### src/rtl/pc_fetch.sv
// Program counter and instruction-fetch stage: fetches one word at a time over
// a req/ack memory handshake and presents it downstream over valid/ready.
module pc_fetch #(
  parameter int unsigned            WIDTH      = 16,
  parameter int unsigned            IWIDTH     = 16,
  parameter logic [WIDTH-1:0]       RESET_ADDR = '0
) (
  input  logic              clk,
  input  logic              rst_n,
  input  logic              clear,
  input  logic              load,
  input  logic [WIDTH-1:0]  load_addr,
  output logic              imem_req,
  output logic [WIDTH-1:0]  imem_addr,
  input  logic              imem_ack,
  input  logic [IWIDTH-1:0] imem_data,
  output logic              instr_valid,
  output logic [IWIDTH-1:0] instr,
  output logic [WIDTH-1:0]  instr_pc,
  input  logic              instr_ready
);

  typedef enum logic [1:0] {
    IDLE = 2'd0,
    REQ  = 2'd1,
    OUT  = 2'd2
  } fetchState_t;

  fetchState_t      state;
  logic [WIDTH-1:0] pc;
  logic [WIDTH-1:0] pcInc;
  logic             redirect;
  logic [WIDTH-1:0] redirectAddr;

  // Wraps modulo 2^WIDTH by truncation.
  assign pcInc        = WIDTH'(pc + WIDTH'(1));
  assign redirect     = clear | load;
  assign redirectAddr = clear ? RESET_ADDR : load_addr;

  // The request address is the PC register itself, so it is stable while REQ waits.
  assign imem_addr = pc;

  always_ff @(posedge clk or negedge rst_n) begin
    if (!rst_n) begin
      state       <= IDLE;
      pc          <= RESET_ADDR;
      imem_req    <= 1'b0;
      instr_valid <= 1'b0;
      instr       <= '0;
      instr_pc    <= '0;
    end else if (redirect) begin
      // Restart/redirect flushes any pending word, including one acked this cycle.
      state       <= REQ;
      pc          <= redirectAddr;
      imem_req    <= 1'b1;
      instr_valid <= 1'b0;
    end else begin
      unique case (state)
        IDLE: begin
          state    <= REQ;
          imem_req <= 1'b1;
        end
        REQ: begin
          if (imem_ack) begin
            state       <= OUT;
            instr       <= imem_data;
            instr_pc    <= pc;
            pc          <= pcInc;
            imem_req    <= 1'b0;
            instr_valid <= 1'b1;
          end
        end
        OUT: begin
          if (instr_ready) begin
            state       <= REQ;
            imem_req    <= 1'b1;
            instr_valid <= 1'b0;
          end
        end
        default: begin
          state       <= IDLE;
          imem_req    <= 1'b0;
          instr_valid <= 1'b0;
        end
      endcase
    end
  end

endmodule

### config.mk
export PLATFORM = sky130hd
export DESIGN_NAME = pc_fetch
export DESIGN_NICKNAME = d
export VERILOG_FILES = /design/src/rtl/pc_fetch.sv
export SDC_FILE = /design/constraint.sdc
export NUM_CORES = 1
export LEC_CHECK = 0
export CORE_UTILIZATION = 40
export CTS_CLUSTER_SIZE = 10
export DETAILED_ROUTE_END_ITERATION = 10
export GPL_ROUTABILITY_DRIVEN = 0
export PLACE_DENSITY_LB_ADDON = 0.2
export SLEW_MARGIN = 10
export SYNTH_ARGS = -nofsm -noshare
export SYNTH_HDL_FRONTEND = slang
export SYNTH_SLANG_ARGS = --single-unit
### constraint.sdc
create_clock -name clk -period 2.3 [get_ports clk]
set_input_delay 0.46 -clock clk [delete_from_list [all_inputs] [get_ports clk]]
set_output_delay 0.46 -clock clk [all_outputs]
set_load 0.01 [all_outputs]
---- Word-level counts from Yosys, hierarchy flattened ----
Cells that the tools add are included.
operators by class
  add/subtract/negate cells ............... 1
  eq/ne operators ......................... 5
  mux-type cells .......................... 16
  bitwise gates (word level) .............. 2
  reductions and logical operators ........ 7
operators by type and width
  operator                 number
  $mux W16                 4
  $add A16 B1 Y16 const B  1
  $mux W1                  6
  $mux W2                  3
  $ne A3 B3 Y1 const B     2
  $pmux W1 S3              2
  $pmux W2 S3              1
  $reduce_and A3 Y1        2
  $reduce_and A2 Y1        2
  $reduce_bool A2 Y1       2
  $eq A2 B1 Y1 const B     1
  $eq A2 B2 Y1 const B     1
  $logic_not A2 Y1         1
  $ne A2 B2 Y1 const B     1
  $not A1 Y1               1
  $or A1 B1 Y1             1
word-level totals
  register bits ........................... 52
  input bits .............................. 38
  output and inout port bits .............. 50
  word-level logic and storage cells ...... 37

---- Longest topological paths before layout ----
Gate-level depths: netlist of the first run.
  depth in word-level cells ............... 4
  mapped depth ............................ 6

---- Worst setup path after synthesis of the first run ----
Ideal clock, no wire load.
  path type ............................... register to register
  start ................................... register pc[0] (netlist: imem_addr[0])
  end ..................................... register pc[14] (netlist: imem_addr[14])
  arrival time ............................ 1.526 ns
  slack ................................... 0.648 ns
  stages on the path, launching flop included .. 6
  buffers on the path ..................... 0
  cells stage by stage .................... dfrtp_1 -> ha_1 -> nand4_1 -> nor3_2 -> a31oi_1 -> o311a_1
on the way
  word-level cells in the longest chain between the ends .. 4
ends and longest elaborated chain
  item                    line  source
  from (decl)             30    logic [WIDTH-1:0] pc;
  from (signal assigned)  54    pc <= redirectAddr;
  from (signal assigned)  68    pc <= pcInc;
  $add A16 B1 Y16         36    assign pcInc = WIDTH'(pc + WIDTH'(1));
  $mux W16                64    if (imem_ack) begin
  $mux W16                58    unique case (state)
  $mux W16                51    end else if (redirect) begin
No other way between the ends. The select of a mux whose other input is x is not followed.
A chain may end at the register's enable or synchronous reset.

---- Worst setup path in the final report of the first run ----
  start ................................... input imem_ack
  end ..................................... register pc[9] (netlist: imem_addr[9])
on the way
  word-level cells in the longest chain between the ends .. 2
ends and longest elaborated chain
  item                          line  source
  from (decl)                   15    input logic imem_ack,
  $reduce_bool A2 Y1 (no line)  --
  $reduce_and A2 Y1 (no line)   --
No other way between the ends.

==> results.json, run 1 <==
{
  "rsz0062_at_grt": "no",
  "crit_chain": "clkdlybuf4s50_1, nand4b_4, nor4_1, nor3_1, a2111oi_1",
  "postCtsSetupRepairBufs": 0,
  "dieArea_um2": 6250,
  "htreeDepth": 2,
  "fmax_mhz": 514,
  "cts-hold-fix-buffers": 0,
  "syn2layout_area_growth_pct": 46.3,
  "avgSynthCellArea_um2": 12.2,
  "r2r-end": "imem_addr[12]",
  "reg2regPathDepth": 5,
  "boundaryPins": 88,
  "grt_max_degree": 28,
  "num_rows": 27,
  "fin_cells": 357,
  "seq_area_frac_synth_pct": 53.8,
  "slew_violations": 0,
  "avgRoutedWirePerCell_um": 15.3,
  "die_y_um": 79.0,
  "critPathKind": "input pin to flop",
  "final_area_um2": 3470,
  "cts-root-buf": "clkbuf_8",
  "leakagePower_nw": 1.47,
  "initial_core_util_pct": 42.3,
  "synth_area_um2": 2370,
  "crit_path_max_incr_delay_ns": 0.59,
  "ys_seq_elements": 51,
  "ys_types": 45,
  "fin_total_pwr_mw": 2.39,
  "cts.clk_slew.worst_paths_ns": 0.09,
  "drtIter0Drc": 125,
  "synth_cells": 194,
  "vias_per_cell": 5.21,
  "tightest_slew_ns": 0.589,
  "netlist.area_leader.share_pct": 53.8,
  "cts_resized": 0,
  "cts_sinks": 51,
  "fin_crit_sh_pct": 84.5,
  "grt-ovfl-total": 0,
  "r2r_slack_ns": 0.47,
  "grt_pass1_vias": 1771,
  "ys_warn_count": 0,
  "async_flop_share_pct": 100,
  "ir_drop_mv": 0.420,
  "slew_headroom_pct": 60.8,
  "r2r_start": "imem_addr[1]",
  "dpl.hpwl_um": 3970,
  "cts_tree": "yes",
  "place_inst": 349,
  "setup_violations": 0,
  "tns_ns": 0,
  "core_um2": 5610,
  "die_w_um": 79.0,
  "skew_ns": 0.00518,
  "critPathRequiredTime_ns": 2.48,
  "antenna_found_initial": 0,
  "synthTopCellsByArea": "dfrtp_1, mux2_2, xnor2_1",
  "grt_pass1_wl_um": 9000,
  "cp_slowest_cell": "clkdlybuf4s50_1",
  "worst-path-max-fanout": 8,
  "maxCapViolCount": 0,
  "cts_buffer_depth": 2,
  "fin_nets": 323,
  "vias": 1861,
  "diodes": 0,
  "worstSkewPairLatency_ns": 0.30,
  "port_buffers": 87,
  "placed_area_um2": 3360,
  "drive_gt1_share_pct": 19.6,
  "routed_wl_um": 5450,
  "outcome": "finished clean",
  "synth_flop_cell": "dfrtp_1",
  "drc": 0,
  "synth-edff-count": 0,
  "hold_path_class": "input pin to async pin",
  "crit_family": "simple AND/OR/NAND/NOR gates",
  "hold_viol_final": 0,
  "cts_buffers": 5,
  "track_usage_pct": 19.0,
  "cp_data_arrival_time_ns": 2.13,
  "syn-num-nets": 233,
  "ant_nets": 0,
  "timing.hold.ws_ns": 0.146,
  "period_needed_ns": 1.94,
  "first_pass_iters": 6,
  "crit_buf_inv": 1,
  "power.density_nw_per_um2": 687,
  "synth_top_cell_by_area": "dfrtp_1",
  "cp-end-kind": "flop",
  "startpoint_type": "input pin"
}
[cell usage after synthesis (2+ instances only)]
library cell and n:
a31oi_1 2, buf_6 3, xnor2_1 6, nand2b_1 2, dfrtp_1 51, mux2_2 32, clkbuf_1 5, inv_1 7
xor2_1 3, nor3_1 4, a21oi_1 5, nor4_1 3, nor2_1 12, and4_1 2, o311a_1 2, nand3_1 2
nand2_1 13, o21ai_0 4, a211oi_1 5, a311oi_1 2, nand4_1 5
[state kept, by name (all words and copies together), names as in the netlist]
signal       count
imem_addr       16
instr           16
instr_pc        16
state            2
instr_valid      1
[metal layers]
metal / share of wire, % / track usage [%]
met1: 45 / 26.4
met2: 46 / 29.0
met3: 7.4 / 4.60
met4: 1.4 / 6.18
met5: 0 / 0
[stage by stage]
step	setup slack, ns	util, %
global placement	0.114	59.9
detailed placement	0.0880	59.9
global route	0.205	61.9
CTS	0.383	61.9
floorplan	0.648	-
finish	0.356	61.9
[cells by family after synthesis]
family	after synthesis	synth area share, %
buf+inv	17	3.85
flops	51	53.8
xor+xnor	9	3.32
simple gates	57	14.9
mux	32	15.2
fa+ha+maj	1	0.527
compound gates	27	8.43
[worst max-delay path by stage]
stage	start	end	slack [ns]	cells after the start
final	imem_ack	imem_addr[9]	0.36	5
after global routing	imem_ack	imem_addr[9]	0.21	5
after CTS	imem_ack	imem_addr[11]	0.38	5
after detailed placement	imem_ack	imem_addr[11]	0.09	5
after global placement	imem_ack	imem_addr[11]	0.11	5
after floorplan	imem_addr[0]	imem_addr[14]	0.65	5
[cells in the final DEF (no fill, tap or decap), types with 2 or more instances in the layout]
cell / synthesis / routed
a21oi_1: 5 / 5
a211oi_1: 5 / 5
a31oi_1: 2 / 2
clkdlybuf4s50_1: 0 / 86
and4_1: 2 / 2
nand3_1: 2 / 2
xor2_1: 3 / 3
o21ai_0: 4 / 4
clkbuf_8: 0 / 5
buf_4: 1 / 2
a311oi_1: 2 / 2
nand2b_1: 2 / 2
mux2_2: 32 / 32
xnor2_1: 6 / 6
nand4_1: 5 / 5
buf_12: 0 / 4
o311a_1: 2 / 2
nand2_1: 13 / 13
inv_1: 7 / 7
nor2_1: 12 / 12
nor4_1: 3 / 3
dfrtp_1: 51 / 51
nor3_1: 4 / 4
[where the power goes]
| group | switching [mW] | leakage [nW] | internal (mW) |
|---|---|---|---|
| combinational | 0.234 | 0.768 | 0.413 |
| clock | 0.296 | 0.0581 | 0.324 |
| sequential | 0.0893 | 0.645 | 1.03 |
[layout make-up]
class / count / area (µm²)
fill: 475 / 2140
sequential: 51 / 1280
multi-input combinational: 126 / 1010
timing repair buffer: 93 / 961
tap: 72 / 90.1
clock buffer: 5 / 68.8
clock inverter: 3 / 43.8
inverter: 7 / 26.3
(Power assumes the default switching activity.)
==> run 2, diff against run 1 <==
==> constraint.sdc (replaced) <==
create_clock -name clk -period 1.7 [get_ports clk]
set_input_delay 0.34 -clock clk [delete_from_list [all_inputs] [get_ports clk]]
set_output_delay 0.34 -clock clk [all_outputs]
set_load 0.01 [all_outputs]
==> run 2 against run 1 <==
Net effect:
- global-route usage rose by 0.64 points
- largest cell class unchanged
- count of clock-buffer cells in the layout did not move
- combinational power rose by 47%
- highest routed layer unchanged
- cell count rose by 7.6%
- cell area rose by 6.4%
- critical endpoint is now imem_addr[6]
- hold slack got worse by 0.13 ns
- sequential cell count did not move
- via count rose by 4.5%
- first-iteration DRC count rose by 1.6%
- die area did not move
- sequential power rose by 34%
==> results.json, run 2 (synthesized netlist as in run 1, its figures left out) <==
{
  "outcome": "finished clean",
  "ir_drop_mv": 0.609,
  "pwr-share-seq_pct": 48.3,
  "cts-root-buf": "clkbuf_8",
  "maxCapViolCount": 0,
  "grt-ovfl-total": 0,
  "grt_pass1_wl_um": 9450,
  "avgRoutedWirePerCell_um": 15.0,
  "fin_total_pwr_mw": 3.10,
  "p_comb_share_pct": 30.6,
  "wl_met1_um": 2650,
  "fin_crit_sh_pct": 98.2,
  "crit_chain": "clkdlybuf4s50_1",
  "cts-hold-fix-buffers": 0,
  "timing.final.ws_setup_ns": 0.0308,
  "drc": 0,
  "reg2regPathDepth": 5,
  "fin_util_pct": 65.9,
  "r2r-end": "imem_addr[14]",
  "period_needed_ns": 1.67,
  "ant_nets": 0,
  "tns_ns": 0,
  "cp_slowest_cell": "clkdlybuf4s50_1",
  "hold_viol_final": 0,
  "track_usage_pct": 19.6,
  "cts_tree": "yes",
  "crit_path_max_incr_delay_ns": 0.58,
  "pre_cts_ws_ns": -0.328,
  "mostFrequentLayoutCell": "clkdlybuf4s50_1",
  "dieArea_um2": 6250,
  "port_buffers": 87,
  "core_um2": 5610,
  "die_w_um": 79.0,
  "drive_gt1_share_pct": 29.5,
  "crit_family": "buffers and inverters",
  "cts_sinks": 51,
  "startpoint_type": "flop",
  "worstSkewPairLatency_ns": 0.30,
  "drtIter0Drc": 127,
  "leakagePower_nw": 1.65,
  "first_pass_iters": 4,
  "switching_share_pct": 26.8,
  "grt_pass1_vias": 1916,
  "crit_buf_inv": 1,
  "skew_ns": 0.00975,
  "fin_nets": 352,
  "tightest_slew_ns": 0.362,
  "highest_layer": "met4",
  "p_sw_mw": 0.833,
  "htreeDepth": 2,
  "r2r_start": "state[1]",
  "fmax_mhz": 599,
  "die_y_um": 79.0,
  "slew_violations": 0,
  "initial_core_util_pct": 42.3,
  "vias_per_cell": 5.06,
  "cp.depth": 1,
  "routed_wl_um": 5760,
  "p_int_mw": 2.27,
  "grt_max_degree": 52,
  "wl_met3_um": 319,
  "boundaryPins": 88,
  "cp-end-kind": "output port",
  "slew_headroom_pct": 75.7,
  "vias": 1944,
  "cts.clk_slew.worst_paths_ns": 0.09,
  "syn2layout_area_growth_pct": 55.6,
  "cp_data_arrival_time_ns": 1.33,
  "power_frac_clock_pct": 21.0,
  "rsz0062_at_grt": "yes",
  "num_rows": 27,
  "fill_cells": 466,
  "antenna_found_initial": 0,
  "setup_violations": 0,
  "critPathKind": "flop to output port",
  "mostFrequentLayoutCells": "clkdlybuf4s50_1, dfrtp_1, mux2_2, buf_4",
  "diodes": 0,
  "critPathRequiredTime_ns": 1.36,
  "cts_buffer_depth": 2,
  "worst-path-max-fanout": 5,
  "met2_length_um": 2710,
  "cts_buffers": 5,
  "r2r_slack_ns": 0.03,
  "power.density_nw_per_um2": 841,
  "hold_path_class": "input pin to async pin",
  "dpl.hpwl_um": 4180
}
-- run 2: final cells by class --
class                   count  area [µm²]  share of cell area [%]
clock buffers               5        68.8                    1.86
clock inverters             1        7.51                   0.203
inverters                   7        26.3                   0.711
multi-input cells         126        1040                    28.3
flip-flops and latches     51        1280                    34.7
well taps                  72        90.1                    2.44
repair buffers            122        1170                    31.8
-- run 2: stage by stage --
step                      hold slack, ns  instances  cell area, µm²
after floorplan                   0.0444        194            2370
after global placement             0.355        372            3520
after detailed placement           0.352        372            3520
after CTS                         0.0246        381            3620
after global routing              0.0228        384            3690
final                             0.0173        384            3690
-- run 2: routing by layer --
layer / vias up / GRT usage (%)
met5: - / 0
met4: 0 / 6.73
met3: 7 / 4.14
met2: 62 / 30.8
met1: 933 / 26.9
li1: 942 / -
-- run 2: worst max-delay path by stage --
stage	start	endpoint	slack (ns)
floorplan	imem_addr[0]	imem_addr[14]	0.05
global placement	imem_ack	imem_addr[11]	-0.29
detailed placement	imem_ack	imem_addr[9]	-0.33
CTS	imem_addr[1]	imem_addr[1]	0.01
global route	state[1]	imem_addr[11]	-0.04
finish	imem_addr[6]	imem_addr[6]	0.03
-- run 2: power groups by stage --
stage                     registers, mW  logic (mW)  clock network (mW)
final                              1.50       0.951               0.653
after global routing               1.52        1.02               0.736
after global placement             1.52       0.933                   0
after CTS                          1.50       0.954               0.676
after floorplan                    1.62       0.254                   0
after detailed placement           1.53       0.942                   0
-- run 2: what timing repair did --
| item | CTS | global route |
|---|---|---|
| buffers inserted | 3 | 3 |
| gates resized for setup | 3 | 13 |
| setup endpoints to repair | 6 | 11 |
| gates cloned | 0 | 0 |
| hold endpoints to repair | 0 | 0 |
| pin swaps | 1 | 6 |
==> run 3, diff against run 2 <==
--- a/config.mk
+++ b/config.mk
@@ -6,6 +6,7 @@
 export NUM_CORES = 1
 export LEC_CHECK = 0
 export CORE_UTILIZATION = 40
+export CTS_BUF_LIST = sky130_fd_sc_hd__clkbuf_4 sky130_fd_sc_hd__clkbuf_8 sky130_fd_sc_hd__clkbuf_16
 export CTS_CLUSTER_SIZE = 10
 export DETAILED_ROUTE_END_ITERATION = 10
 export GPL_ROUTABILITY_DRIVEN = 0
==> results of run 3 <==
No change in the layout: final DEF, timing and power equal those of run 2.
